**config.mk**
```make
export PLATFORM = sky130hd
export DESIGN_NAME = uart_pkt_parser
export DESIGN_NICKNAME = d
export VERILOG_FILES = /design/src/rtl/uart_pkt_pkg.sv /design/src/rtl/uart_pkt_buf.sv /design/src/rtl/uart_pkt_parser.sv
export SDC_FILE = /design/constraint.sdc
export NUM_CORES = 1
export LEC_CHECK = 0
export ABC_CLOCK_PERIOD_IN_PS = 7500
export BUFFER_PORTS_ARGS = -buffer_cell sky130_fd_sc_hd__buf_2
export CAP_MARGIN = 20
export CORE_MARGIN = 2
export CORE_UTILIZATION = 55
export DETAILED_ROUTE_END_ITERATION = 7
export PLACE_DENSITY = 0.85
export SYNTH_ARGS = -nofsm -noshare
export SYNTH_HDL_FRONTEND = slang
export SYNTH_SLANG_ARGS = --single-unit
```
**constraint.sdc**
```tcl
create_clock -name clk -period 7.5 [get_ports clk]
set_clock_uncertainty 0.2 [all_clocks]
set_input_delay 1.125 -clock clk [delete_from_list [all_inputs] [get_ports clk]]
set_output_delay 1.125 -clock clk [all_outputs]
set_load 0.1 [all_outputs]
```
**src/rtl/uart_pkt_pkg.sv**
```systemverilog
// Shared types and defaults for the UART packet parser.
package uart_pkt_pkg;

  typedef enum logic [2:0] {
    HUNT,
    LEN,
    PAYLOAD,
    CHK,
    DRAIN
  } state_e;

  localparam logic [7:0] SYNC_DEFAULT = 8'hA5;

  typedef enum logic [2:0] {
    ERR_NONE,
    ERR_CHK,
    ERR_LEN,
    ERR_TIMEOUT,
    ERR_FRAME
  } err_e;

endpackage

```
**src/rtl/uart_pkt_buf.sv**
```systemverilog
// Payload buffer: synchronous single-port write, asynchronous read.
module uart_pkt_buf #(
  parameter int DEPTH = 16,
  parameter int IDX_W = 4
) (
  input  logic             clk,
  input  logic             wr_en,
  input  logic [IDX_W-1:0] wr_idx,
  input  logic [7:0]       wr_data,
  input  logic [IDX_W-1:0] rd_idx,
  output logic [7:0]       rd_data
);

  logic [7:0] mem [DEPTH];

  always_ff @(posedge clk) begin
    if (wr_en) mem[wr_idx] <= wr_data;
  end

  assign rd_data = mem[rd_idx];

endmodule

```
**src/rtl/uart_pkt_parser.sv**
```systemverilog
// Frames RX FIFO bytes into SYNC/LEN/payload/CHK packets and releases verified
// payloads on a valid/ready stream.
//
// state   | meaning
// HUNT    | dropping bytes until SYNC_BYTE
// LEN     | waiting for the length byte
// PAYLOAD | storing payload bytes, accumulating XOR checksum
// CHK     | comparing the checksum byte
// DRAIN   | streaming the verified payload, RX FIFO held off
module uart_pkt_parser
  import uart_pkt_pkg::*;
#(
  parameter int         DATA_BITS      = 8,
  parameter int         MAX_LEN        = 16,
  parameter logic [7:0] SYNC_BYTE      = SYNC_DEFAULT,
  parameter int         TIMEOUT_CYCLES = 10000
) (
  input  logic                 clk,
  input  logic                 rst,
  input  logic [DATA_BITS-1:0] rx_data,
  input  logic                 rx_valid,
  output logic                 rx_rd_en,
  input  logic                 rx_frame_error,
  output logic [DATA_BITS-1:0] pkt_data,
  output logic                 pkt_valid,
  input  logic                 pkt_ready,
  output logic                 pkt_last,
  output logic [7:0]           pkt_len,
  output logic                 err_chk,
  output logic                 err_len,
  output logic                 err_timeout,
  output logic                 err_frame,
  output logic [15:0]          pkt_count
);

  localparam int IDX_W = (MAX_LEN > 1) ? $clog2(MAX_LEN) : 1;
  localparam int TMO_W = $clog2(TIMEOUT_CYCLES + 1);
  // Abort on the idle clock that would bring the counter to TIMEOUT_CYCLES-1.
  localparam logic [TMO_W-1:0] TMO_LAST = TMO_W'(TIMEOUT_CYCLES - 2);

  state_e                 state;
  err_e                   err_q;
  logic [7:0]             len_reg;
  logic [DATA_BITS-1:0]   chk;
  logic [IDX_W-1:0]       wr_idx;
  logic [IDX_W-1:0]       rd_idx;
  logic [TMO_W-1:0]       tmo_cnt;
  logic [DATA_BITS-1:0]   buf_rd;
  logic                   in_pkt;
  logic                   consumed;
  logic                   frame_hit;
  logic                   timeout_hit;
  logic                   buf_wr;

  assign in_pkt      = (state == LEN) || (state == PAYLOAD) || (state == CHK);
  assign rx_rd_en    = rx_valid && (state != DRAIN);
  assign consumed    = rx_valid && rx_rd_en;
  assign frame_hit   = in_pkt && rx_frame_error;
  assign timeout_hit = in_pkt && !consumed && (tmo_cnt == TMO_LAST);
  assign buf_wr      = (state == PAYLOAD) && consumed && !frame_hit;

  uart_pkt_buf #(
    .DEPTH (MAX_LEN),
    .IDX_W (IDX_W)
  ) u_buf (
    .clk     (clk),
    .wr_en   (buf_wr),
    .wr_idx  (wr_idx),
    .wr_data (rx_data),
    .rd_idx  (rd_idx),
    .rd_data (buf_rd)
  );

  // Stream outputs are forced to zero outside DRAIN so they follow reset.
  assign pkt_valid = (state == DRAIN);
  assign pkt_data  = pkt_valid ? buf_rd : '0;
  assign pkt_len   = pkt_valid ? len_reg : '0;
  assign pkt_last  = pkt_valid && (8'(rd_idx) == len_reg - 8'd1);

  assign err_chk     = (err_q == ERR_CHK);
  assign err_len     = (err_q == ERR_LEN);
  assign err_timeout = (err_q == ERR_TIMEOUT);
  assign err_frame   = (err_q == ERR_FRAME);

  always_ff @(posedge clk or negedge rst) begin
    if (!rst) begin
      state     <= HUNT;
      err_q     <= ERR_NONE;
      len_reg   <= '0;
      chk       <= '0;
      wr_idx    <= '0;
      rd_idx    <= '0;
      tmo_cnt   <= '0;
      pkt_count <= '0;
    end else begin
      err_q   <= ERR_NONE;
      tmo_cnt <= (in_pkt && !consumed) ? tmo_cnt + TMO_W'(1) : '0;
      if (frame_hit) begin
        state <= HUNT;
        err_q <= ERR_FRAME;
      end else if (timeout_hit) begin
        state <= HUNT;
        err_q <= ERR_TIMEOUT;
      end else begin
        case (state)
          HUNT: begin
            if (consumed && rx_data == SYNC_BYTE) state <= LEN;
          end
          LEN: begin
            if (consumed) begin
              if (rx_data == '0 || rx_data > 8'(MAX_LEN)) begin
                err_q <= ERR_LEN;
                state <= HUNT;
              end else begin
                len_reg <= rx_data;
                chk     <= rx_data;
                wr_idx  <= '0;
                state   <= PAYLOAD;
              end
            end
          end
          PAYLOAD: begin
            if (consumed) begin
              chk    <= chk ^ rx_data;
              wr_idx <= wr_idx + IDX_W'(1);
              if (8'(wr_idx) == len_reg - 8'd1) state <= CHK;
            end
          end
          CHK: begin
            if (consumed) begin
              if (rx_data == chk) begin
                rd_idx <= '0;
                state  <= DRAIN;
              end else begin
                err_q <= ERR_CHK;
                state <= HUNT;
              end
            end
          end
          DRAIN: begin
            if (pkt_ready) begin
              rd_idx <= rd_idx + IDX_W'(1);
              if (pkt_last) begin
                pkt_count <= pkt_count + 16'd1;
                state     <= HUNT;
              end
            end
          end
          default: state <= HUNT;
        endcase
      end
    end
  end

endmodule

```
Yosys cells after proc, flatten, opt, wreduce, memory -nomap -nowiden. Memory sizes are Yosys's and may differ from the RTL's. Index checks and enable logic that the tools add are counted.

RAM bits: 128. Logic and storage cells: 105. Bits in registers: 60. Memories kept: 1.

Multiplexer cells: 36. Bitwise gates (word level): 4. Reduce and logical (&&, ||, !) cells: 23. Order comparisons: 1. Add/subtract/negate cells: 5. Eq/ne operators: 27.

Memory list: u_buf.mem (words 16, bits a word 8, rd ports 1, clocked after memory_dff 0, wr ports 1, RTL line uart_pkt_buf.sv:14) `logic [7:0] mem [DEPTH];`.

Operators with widths (count): 2-to-1 mux 8 bit (5); 2-to-1 mux 3 bit (11); 2-to-1 mux 4 bit (6); adder 16 x 1 -> 16 bit, second input constant (1); equality test 4 x 8 -> 1 bit (2); != test 4 bit, second input constant (4); one-hot mux 4 bit (2 select lines) (2); one-hot mux 8 bit (2 select lines) (1); one-hot mux 3 bit (5 select lines) (1); adder 14 x 1 -> 14 bit, second input constant (1); equality test 14 bit, second input constant (1); 2-to-1 mux 14 bit (1); equality test 3 x 2 -> 1 bit, second input constant (4); AND reduction 6 bit (2); AND reduction 5 bit (2); logical AND 1 bit (9); adder 4 x 1 -> 4 bit, second input constant (2); equality test 8 bit (1); equality test 8 bit, second input constant (1); greater-than comparator 8 x 5 -> 1 bit, second input constant (1); logical NOT 8 bit (1); 2-to-1 mux 2 bit (4); != test 2 bit, second input constant (4); != test 4 x 1 -> 1 bit, second input constant (2); 15 further kinds (27).

Depth between registers and ports, before layout. Gate-level depths: netlist of the first run.

Depth after elaboration: 8. Gate-level depth with buffers: 8. Gate-level depth less buffers: 7.

Hierarchy. From an unflattened synthesis of the first run, not the netlist that was laid out.

Cell total of the unflattened synthesis: 577. Area, all modules: 8364.3 um^2.

By module, submodules not included: uart_pkt_buf (times used 1, seq. area each 3843.7 um^2, area each 4987.3 um^2, cells each 221); uart_pkt_parser (times used 1, seq. area each 1501.4 um^2, area each 3377.0 um^2, cells each 356).

Worst setup path after synthesis of the first run. Ideal clock, no wire load.

Path type: reg2out. Start: reg state[1]. End: out pkt_data[0]. Data arrival time: 2766 ps. Slack: 3409 ps. Stages on the path, launching flop included: 6. Cells stage by stage: dfrtp_1 > nor2_1 > nand2_1 > inv_1 > clkbuf_1 > and2_1.

Longest elaborated chain between the ends: 2.

Ends and longest elaborated chain: start: declaration (RTL line uart_pkt_parser.sv:41) `state_e state;`; start signal: assignment (RTL line uart_pkt_parser.sv:87) `state <= HUNT;`; start signal: assignment (RTL line uart_pkt_parser.sv:99) `state <= HUNT;`; start signal: assignment (RTL line uart_pkt_parser.sv:102) `state <= HUNT;`; equality test 3 bit (RTL line uart_pkt_parser.sv:75) `assign pkt_valid = (state == DRAIN);`; named net pkt_valid (RTL line uart_pkt_parser.sv:25) `output logic pkt_valid,`; 2-to-1 mux 8 bit (RTL line uart_pkt_parser.sv:76) `assign pkt_data = pkt_valid ? buf_rd : '0;`; end: declaration (RTL line uart_pkt_parser.sv:24) `output logic [DATA_BITS-1:0] pkt_data,`.

The timed path passes the listed nets, and every way through them passes these cells.

Worst setup path in the final report of the first run.
Start: reg rd_idx[0]. End: out pkt_data[1].

Longest elaborated chain between the ends: 2.

Ends and longest elaborated chain: start: declaration (RTL line uart_pkt_parser.sv:46) `logic [IDX_W-1:0] rd_idx;`; start signal: assignment (RTL line uart_pkt_parser.sv:142) `rd_idx <= rd_idx + IDX_W'(1);`; memory read (16 x 8 bit); 2-to-1 mux 8 bit (RTL line uart_pkt_parser.sv:76).

No other way between the ends.

==> impl_results.md, run 1 <==
* Biggest registers after layout: u_buf.mem (128), pkt_count (16), tmo_cnt (14)
* Nature of the critical path endpoint: output port
* Core area at 0.0151 mm²
* Top Ports at 52
* First-pass GRT wire length at 28,000 µm
* Post-synth ARST share at 31.9%
* CP top delay family: multiplexers
* Cell mode on critical path: mux4_2
* Largest net degree at the start of global routing at 61
* Starting density of the core at 55.9%
* Power per cell area at 236 mW/mm²
* CP peak stage delay at 710 ps
* VDD IR max at 0.163 mV
* Slew HR at 44.0%
* Most instantiated library cell after synthesis: edfxtp_1
* Clock Sink Count at 188
* Largest register FFs at 128
* Antenna diodes at 0
* Critical-path top delay cell: dfrtp_2
* PostCTS Resize Cnt at 0
* WS Path Type: flip-flop to output port
* Most common flop cell mapped by yosys: edfxtp_1
* Mean Syn Cell Area at 15.1 µm²
* Slew Viols, Final at 0
* Post-Syn Area at 0.00846 mm²
* CTS tree: yes
* Sequential area share after synthesis at 63.1%
* Nets@finish at 631
* Final period utilization at 59.7%
* Die width at 128 µm
* GRT Total Usage at 23.1%
* Dpl cell area at 0.00887 mm²
* Post-Syn Nets at 582
* Largest area contributor in the netlist: edfxtp_1
* Total Wirelength at 17,900 µm
* H-tree depth at 4
* Crit path cell chain: buf_4, mux4_2, mux4_2, and2_1, buf_2
* Minimum clock period at 4480 ps
* Slew @ Worst Pin at 831 ps
* Synthesized flop and latch total at 188
* Final instance area at 0.00947 mm²
* Top-area cell type share of the netlist area at 45.4%
* Post-CTS setup buffers at 0
* CTS Hold Bufs at 0
* Top post-synthesis cells by area: edfxtp_1 45%, dfrtp_1 18%, mux4_2 11%
* Vias/cell at 6.21
* Root Driver: clkbuf_16
* LEAKAGE at 3.52 nW
* Detail Placement HPWL at 11,300 µm
* Total of max-cap violations at 0
* CP bufs+invs at 2
* Layout cell share with drive strength beyond 1 at 24.0%
* Syn. warnings at 0
* Arr. time, crit path at 3150 ps
* GRT overflow at 0
* Fillcell total at 1,047
* # setup viols final at 0
* Startpoint types: flip-flop
* CTS clk-pin slew, worst paths at 70 ps
* DRC at 0
* Unrepaired setup endpoints after global routing: no
* Worst skew pair latency at 430 ps
* Via count at 5,031
* Largest register by flop count: u_buf.mem
* Initial DRC count at 564
* Row count at 45
* Post-synth EDFFs at 128
* Routed wire per std cell at 22.1 µm
* Maximum net fanout on the critical path at 20
* Bufs on Longest Clock Path at 2
* Final Hold Vio Count at 0
* P&R area growth vs syn at 11.9%
* Antenna violations before repair at 0
* Distinct cells, synth at 60
* Die area at 0.0164 mm²
* Outcome: complete, no violations
* Worst hold path class: flip-flop to flip-flop
* Routed Antenna Nets at 0
* Gpl congestion at 0.787
* FMAX at 223 MHz
* Required time worst endpoint at 6170 ps
* Vias in the first global route at 5,062
* CTS buffer count at 17
* Commonest cells post-synth: 128 x edfxtp_1, 60 x dfrtp_1, 40 x mux4_2
* Setup TNS at 0 ps
* Buffers on Ports at 51
* Cells after Synth at 560
* DRT Pass-1 Iters at 4
* Die height at 128 µm
## metrics by stage
step	instances	util, %	setup slack (ps)	hold slack, ps	total power, W
final	810	62.5	3020	286	0.00223
after global routing	810	62.5	2850	308	0.00230
after CTS	810	62.5	2960	285	0.00224
after detailed placement	778	58.5	3420	272	0.00134
after global placement	778	58.5	3510	253	0.00132
after floorplan	560	-	3410	275	0.00129
## placed cells by master, fill, tap and decap left out, types with 13 or more instances in the layout
cell / n
a21oi_1: 13
nand3_1: 24
and2_1: 19
buf_2: 51
nand2_1: 21
xnor2_1: 22
and3_1: 14
dfrtp_1: 59
nor3_1: 15
mux4_2: 40
edfxtp_1: 128
o21ai_0: 14
xor2_1: 24
nor2_1: 29
clkbuf_16: 17
## report_power, final
part	switching (W)	internal, W
combinational	0.0000846	0.0000623
sequential	0.0000379	0.00113
clock	0.000410	0.000506
## path summary, 6_finish.rpt
kind | from | end | slack [ps] | depth (start not counted)
setup / recovery | rd_idx[0] | pkt_data[1] | 3020 | 5
hold / removal | pkt_count[11] | pkt_count[11] | 290 | 1
setup reg to reg | state[2] | u_buf.mem[1][7] | 4230 | 6
hold reg to reg | pkt_count[11] | pkt_count[11] | 290 | 1
max in group asynchronous | rst | rd_idx[0] | 5920 | 2
min in group asynchronous | rst | pkt_count[11] | 640 | 2
## layout make-up
| type | count | area, µm² | area share (%) |
|---|---|---|---|
| Multi-Input combinational cell | 339 | 2970 | 31.4 |
| Clock inverter | 15 | 178 | 1.88 |
| Sequential cell | 188 | 5350 | 56.5 |
| Clock buffer | 17 | 425 | 4.49 |
| Inverter | 8 | 30.0 | 0.317 |
| Timing Repair Buffer | 55 | 285 | 3.01 |
| Tap cell | 188 | 235 | 2.48 |
## per-layer routing
metal  part of all wire (%)  track usage [%]
met4                    1.9             7.43
met3                    5.9             4.42
met5                      0                0
met1                     39             30.0
met2                     53             39.7
## logic make-up after synthesis
family / synth area share [%]
flops: 63.1
mux: 11.4
compound gates: 4.97
xor+xnor: 5.04
buf+inv: 1.77
fa+ha+maj: 1.33
simple gates: 12.3
Note: power is estimated with default switching activity, not from simulation.
==> run 2: changes to the inputs <==
Settings changed: ABC_AREA from default to 1, ABC_CLOCK_PERIOD_IN_PS 7500 to 4000, PLACE_DENSITY 0.85 to 0.88.
Clock period 7.5 ns to 4 ns, I/O delays scaled along.
==> impl_results.md, run 2 <==
* CP top delay family: buffers and inverters
* Clock Sink Count at 188
* Worst hold path class: primary input to asynchronous set/reset pin
* Final period utilization at 90.3%
* Unrepaired setup endpoints after global routing: no
* Root Driver: clkbuf_16
* Buffers on Ports at 51
* Via count at 6,359
* Fillcell total at 1,085
* Slew Viols, Final at 0
* WS Path Type: flip-flop to output port
* Layout cell share with drive strength beyond 1 at 14.3%
* Layout Cells excl Fill at 1,068
* Sequential area share after synthesis at 63.2%
* Initial DRC count at 896
* Routed wire per std cell at 18.8 µm
* Die height at 128 µm
* Setup TNS at 0 ps
* Post-synth ARST share at 31.9%
* H-tree depth at 4
* Outcome: complete, no violations
* Distinct cells, synth at 35
* Required time worst endpoint at 3200 ps
* CP bufs+invs at 3
* Vias in the first global route at 6,139
* PostCTS Resize Cnt at 0
* Bufs on Longest Clock Path at 2
* Largest net degree at the start of global routing at 50
* Cells after Synth at 799
* Detail Placement HPWL at 13,100 µm
* Largest register FFs at 128
* Post-Syn Area at 0.00845 mm²
* Reg area at 0.00535 mm²
* Mean Syn Cell Area at 10.6 µm²
* Synthesized flop and latch total at 188
* Total Wirelength at 20,000 µm
* GRT Total Usage at 25.6%
* Largest register by flop count: u_buf.mem
* Clk network pwr share at 31.1%
* Slew HR at 44.6%
* DRT Pass-1 Iters at 5
* Most common cell after layout, fill and taps aside: edfxtp_1
* Worst skew pair latency at 440 ps
* Gpl congestion at 0.899
* Final worst slack at 389 ps
* Post-Syn Nets at 821
* Startpoint types: flip-flop
* Biggest registers after layout: u_buf.mem (128), pkt_count (16), tmo_cnt (14)
* Power per cell area at 576 mW/mm²
* VDD IR max at 0.334 mV
* Power share of the sequential group at 43.4%
* First-pass GRT wire length at 31,600 µm
* Pre-CTS setup slack at 948 ps
* Antenna diodes at 0
* CTS Hold Bufs at 0
* Core area at 0.0151 mm²
* CP peak stage delay at 530 ps
* Crit path cell chain: clkinv_1, buf_4, o21ai_0, o221ai_1, nand3_1, a21oi_1, buf_2
* LEAKAGE at 3.80 nW
* Most instantiated library cell after synthesis: edfxtp_1
* Slew @ Worst Pin at 824 ps
* Die width at 128 µm
* Nature of the critical path endpoint: output port
* Commonest cells post-synth: 128 x edfxtp_1, 119 x nor2_1, 112 x nand2_1
* Top post-synthesis cells by area: edfxtp_1 45%, dfrtp_1 18%, nor2_1 5.3%
* Inst Count DP at 1,036
* Row count at 45
* DRC at 0
* P&R area growth vs syn at 13.8%
* Final Hold Vio Count at 0
* Post-CTS setup buffers at 0
* Vias/cell at 5.95
* CTS tree: yes
* CTS buffer count at 17
* Top Ports at 52
* Multi-input logic area at 0.00275 mm²
* Most common flop cell mapped by yosys: edfxtp_1
* Antenna violations before repair at 0
* Most frequent cells in the layout: 128 x edfxtp_1, 119 x nor2_1, 112 x nand2_1, 83 x o21ai_0, 59 x dfrtp_1
* Top-area cell type share of the netlist area at 45.5%
* CTS clk-pin slew, worst paths at 80 ps
* Combinational share of power at 25.5%
* Maximum net fanout on the critical path at 47
* Min Hold Slack at 55.2 ps
* Total of max-cap violations at 0
* Critical-path top delay cell: dfrtp_2
* GRT overflow at 0
* Minimum clock period at 3610 ps
* Switch share at 33.9%
* NetSw at 0.00187 W
* # setup viols final at 0
* Int Power at 0.00366 W
* Routed Antenna Nets at 0
* FMAX at 277 MHz
* Syn. warnings at 0
* Die area at 0.0164 mm²
* Starting density of the core at 56.0%
* Arr. time, crit path at 2810 ps
* Post-synth EDFFs at 128
* Largest area contributor in the netlist: edfxtp_1
* Nets@finish at 889
==> run 2: cell type report <==
type | count | share of cell area, %
Tap cell | 188 | 2.45
Timing Repair Buffer | 78 | 4.76
Clock inverter | 11 | 1.67
Multi-Input combinational cell | 522 | 28.6
Sequential cell | 188 | 55.6
Inverter | 60 | 2.34
Clock buffer | 21 | 4.58
==> run 2: power groups by stage <==
stage                     Sequential [W]  Combinational [W]  Clock, W
final                            0.00240            0.00141   0.00172
after global routing             0.00242            0.00155   0.00181
after CTS                        0.00240            0.00139   0.00173
after detailed placement         0.00244            0.00137         0
after global placement           0.00243            0.00131         0
after floorplan                  0.00237            0.00106         0
==> run 2: final timing paths <==
path	from	endpoint	slack [ps]	cells after the start
max	rd_idx[0]	pkt_data[7]	390	7
min	rst	rd_idx[0]	60	1
max reg2reg	state[1]	u_buf.mem[11][6]	900	9
min reg2reg	pkt_count[9]	pkt_count[9]	320	1
max in group asynchronous	rst	chk[5]	2700	2
min in group clk	rx_frame_error	err_q[2]	280	3
==> run 2: worst register-to-register path, stage by stage (launching register included) <==
cell,delay [ps]
dfrtp_1,420
nor2_1,110
nand2_2,330
inv_2,210
nor2_2,140
nand2_1,120
inv_2,120
nand2_2,210
nor3_1,710
buf_4,270
==> run 2: metal layers <==
metal	wire (µm)	vias to the layer above	global-route usage (%)
li1	-	2945	-
met1	7740	2981	33.1
met2	9990	379	41.5
met3	1670	54	5.43
met4	616	0	12.3
met5	0	-	0
==> run 2: stage by stage <==
stage	utilization, %	cell area [µm²]	total power (W)
3_3_place_gp	59.8	9020	0.00374
5_1_grt	63.7	9620	0.00578
3_5_place_dp	59.8	9020	0.00381
2_1_floorplan	-	8450	0.00343
6_report	63.7	9620	0.00553
4_1_cts	63.7	9620	0.00552
==> run 2: logic make-up (layout without fill, tap and decap cells) <==
family | count (synthesis) | count (layout) | share of synthesized area [%]
adder cells (fa/ha/maj) | 9 | 9 | 1.33
buffers and inverters | 89 | 170 | 4.20
XOR/XNOR | 35 | 35 | 3.63
flip-flops | 188 | 188 | 63.2
AND/OR/NAND/NOR | 331 | 331 | 17.2
AO/OA/AOI/OAI | 147 | 147 | 10.4
==> run 3: changes to the inputs <==
Settings changed: RECOVER_POWER from default to 50.
==> impl_results.md, run 3 (synthesis gave the netlist of run 2 again) <==
* Maximum net fanout on the critical path at 49
* Worst R2R End: u_buf.mem[11][6]
* LEAKAGE at 3.75 nW
* CTS buffer count at 17
* FMAX at 279 MHz
* H-tree depth at 4
* Power per cell area at 577 mW/mm²
* Setup TNS at 0 ps
* Die area at 0.0164 mm²
* Slew HR at -29.5%
* Antenna diodes at 0
* Inst Count DP at 1,036
* Outcome: finished, violations left
* Post-CTS setup buffers at 0
* Largest net degree at the start of global routing at 50
* Most common cell after layout, fill and taps aside: edfxtp_1
* Most frequent cells in the layout: 128 x edfxtp_1, 119 x nor2_1, 112 x nand2_1, 83 x o21ai_0, 59 x dfrtp_1
* Violated checks: capacitance limit, slew limit
* Largest register FFs at 128
* Worst hold path class: primary input to flip-flop
* Critical-path top delay cell: dfrtp_2
* Highest routed layer: met4
* CTS tree: yes
* Routed Antenna Nets at 0
* Fillcell total at 1,092
* R2R depth at 9
* Unrepaired setup endpoints after global routing: no
* Met2 wire len at 9990 µm
* Buffers on Ports at 51
* Layout Cells excl Fill at 1,068
* Worst skew pair latency at 440 ps
* Initial DRC count at 880
* DRC at 0
* Startpoint types: flip-flop
* Core area at 0.0151 mm²
* Met3 routed WL at 1720 µm
* First-pass GRT wire length at 31,600 µm
* Total of max-cap violations at 1
* Reg2reg setup slack at 760 ps
* Root Driver: clkbuf_16
* Slew Viols, Final at 35
* Final period utilization at 89.6%
* # setup viols final at 0
* Bufs on Longest Clock Path at 2
* Total Wirelength at 20,000 µm
* Worst Setup EP: pkt_data[7]
* Required time worst endpoint at 3200 ps
* Arr. time, crit path at 2780 ps
* Layout cell share with drive strength beyond 1 at 12.2%
* Minimum clock period at 3580 ps
* Vias/cell at 5.97
* Die height at 128 µm
* Starting density of the core at 56.0%
* Dpl cell area at 0.00902 mm²
* Largest register by flop count: u_buf.mem
* P&R area growth vs syn at 13.4%
* Clock Sink Count at 188
* CP peak stage delay at 550 ps
* Vias in the first global route at 6,139
* Row count at 45
* CTS clk-pin slew, worst paths at 70 ps
* FF-to-FF Start: state[1]
* Via count at 6,381
* Final Hold Vio Count at 0
* Slew @ Worst Pin at 1940 ps
* WS Path Type: flip-flop to output port
* GRT Total Usage at 25.6%
* Detail Placement HPWL at 13,100 µm
* DRT Pass-1 Iters at 6
* Routed wire per std cell at 18.7 µm
* Top Ports at 52
* CP Launch Point: rd_idx[0]
* Biggest registers after layout: u_buf.mem (128), pkt_count (16), tmo_cnt (14)
* VDD IR max at 0.336 mV
* Wl on met1 at 7620 µm
* Crit path cell chain: buf_4, o21ai_0, o221ai_1, nand3_1, a21oi_1, buf_2
* Nature of the critical path endpoint: output port
* GRT overflow at 0
* Final instance area at 0.00958 mm²
* PostCTS Resize Cnt at 0
* Nets@finish at 889
* Die width at 128 µm
* Antenna violations before repair at 0
* Gpl congestion at 0.899
* CTS Hold Bufs at 0
## run 3: cell types whose count changed in the layout (fill, tap and decap cells not counted), sizes merged
| cell | previous run | this run |
|---|---|---|
| buf | 78 | 60 |
| clkbuf | 21 | 39 |
## run 3: area by class of cell
type | instances | area, µm² | area share, %
clock buffer | 21 | 440 | 4.60
multi-input combinational | 522 | 2750 | 28.7
sequential | 188 | 5350 | 55.8
timing repair buffer | 78 | 423 | 4.41
inverter | 60 | 225 | 2.35
tap | 188 | 235 | 2.45
clock inverter | 11 | 160 | 1.67
## run 3: metal layers
metal | track usage (%) | vias to the layer above
met2 | 41.5 | 373
li1 | - | 2946
met3 | 5.43 | 58
met5 | 0 | -
met4 | 12.3 | 0
met1 | 33.1 | 3004
## run 3: per-stage QoR
stage | worst slack (ps) | hold WS [ps] | total power, W | util [%]
finish | 417 | 277 | 0.00553 | 63.5
global route | 311 | 311 | 0.00578 | 63.5
CTS | 484 | 67.2 | 0.00552 | 63.7
detailed placement | 948 | 297 | 0.00381 | 59.8
global placement | 1020 | 288 | 0.00374 | 59.8
floorplan | 417 | 104 | 0.00343 | -
## run 3: worst min path at each step
stage / startpoint / slack (ps) / cells after the start / endpoint
final: rx_frame_error / 280 / 3 / err_q[2]
after global placement: len_reg[7] / 290 / 2 / len_reg[7]
after floorplan: rst / 100 / 0 / chk[0]
after detailed placement: len_reg[7] / 300 / 2 / len_reg[7]
after global routing: rx_frame_error / 310 / 3 / err_q[2]
after CTS: rst / 70 / 1 / rd_idx[0]
## run 3: report_power, final
part | total [W] | switching, W | internal, W
sequential | 0.00240 | 0.000172 | 0.00223
combinational | 0.00141 | 0.000983 | 0.000429
clock | 0.00172 | 0.000720 | 0.000997
## run 3: worst max-delay path, delay by kind of cell (launching register included)
kind                   cells  cell delay, ps
AO/OA/AOI/OAI              3             690
AND/OR/NAND/NOR            1             120
buffers and inverters      2             970
flip-flops                 1             550
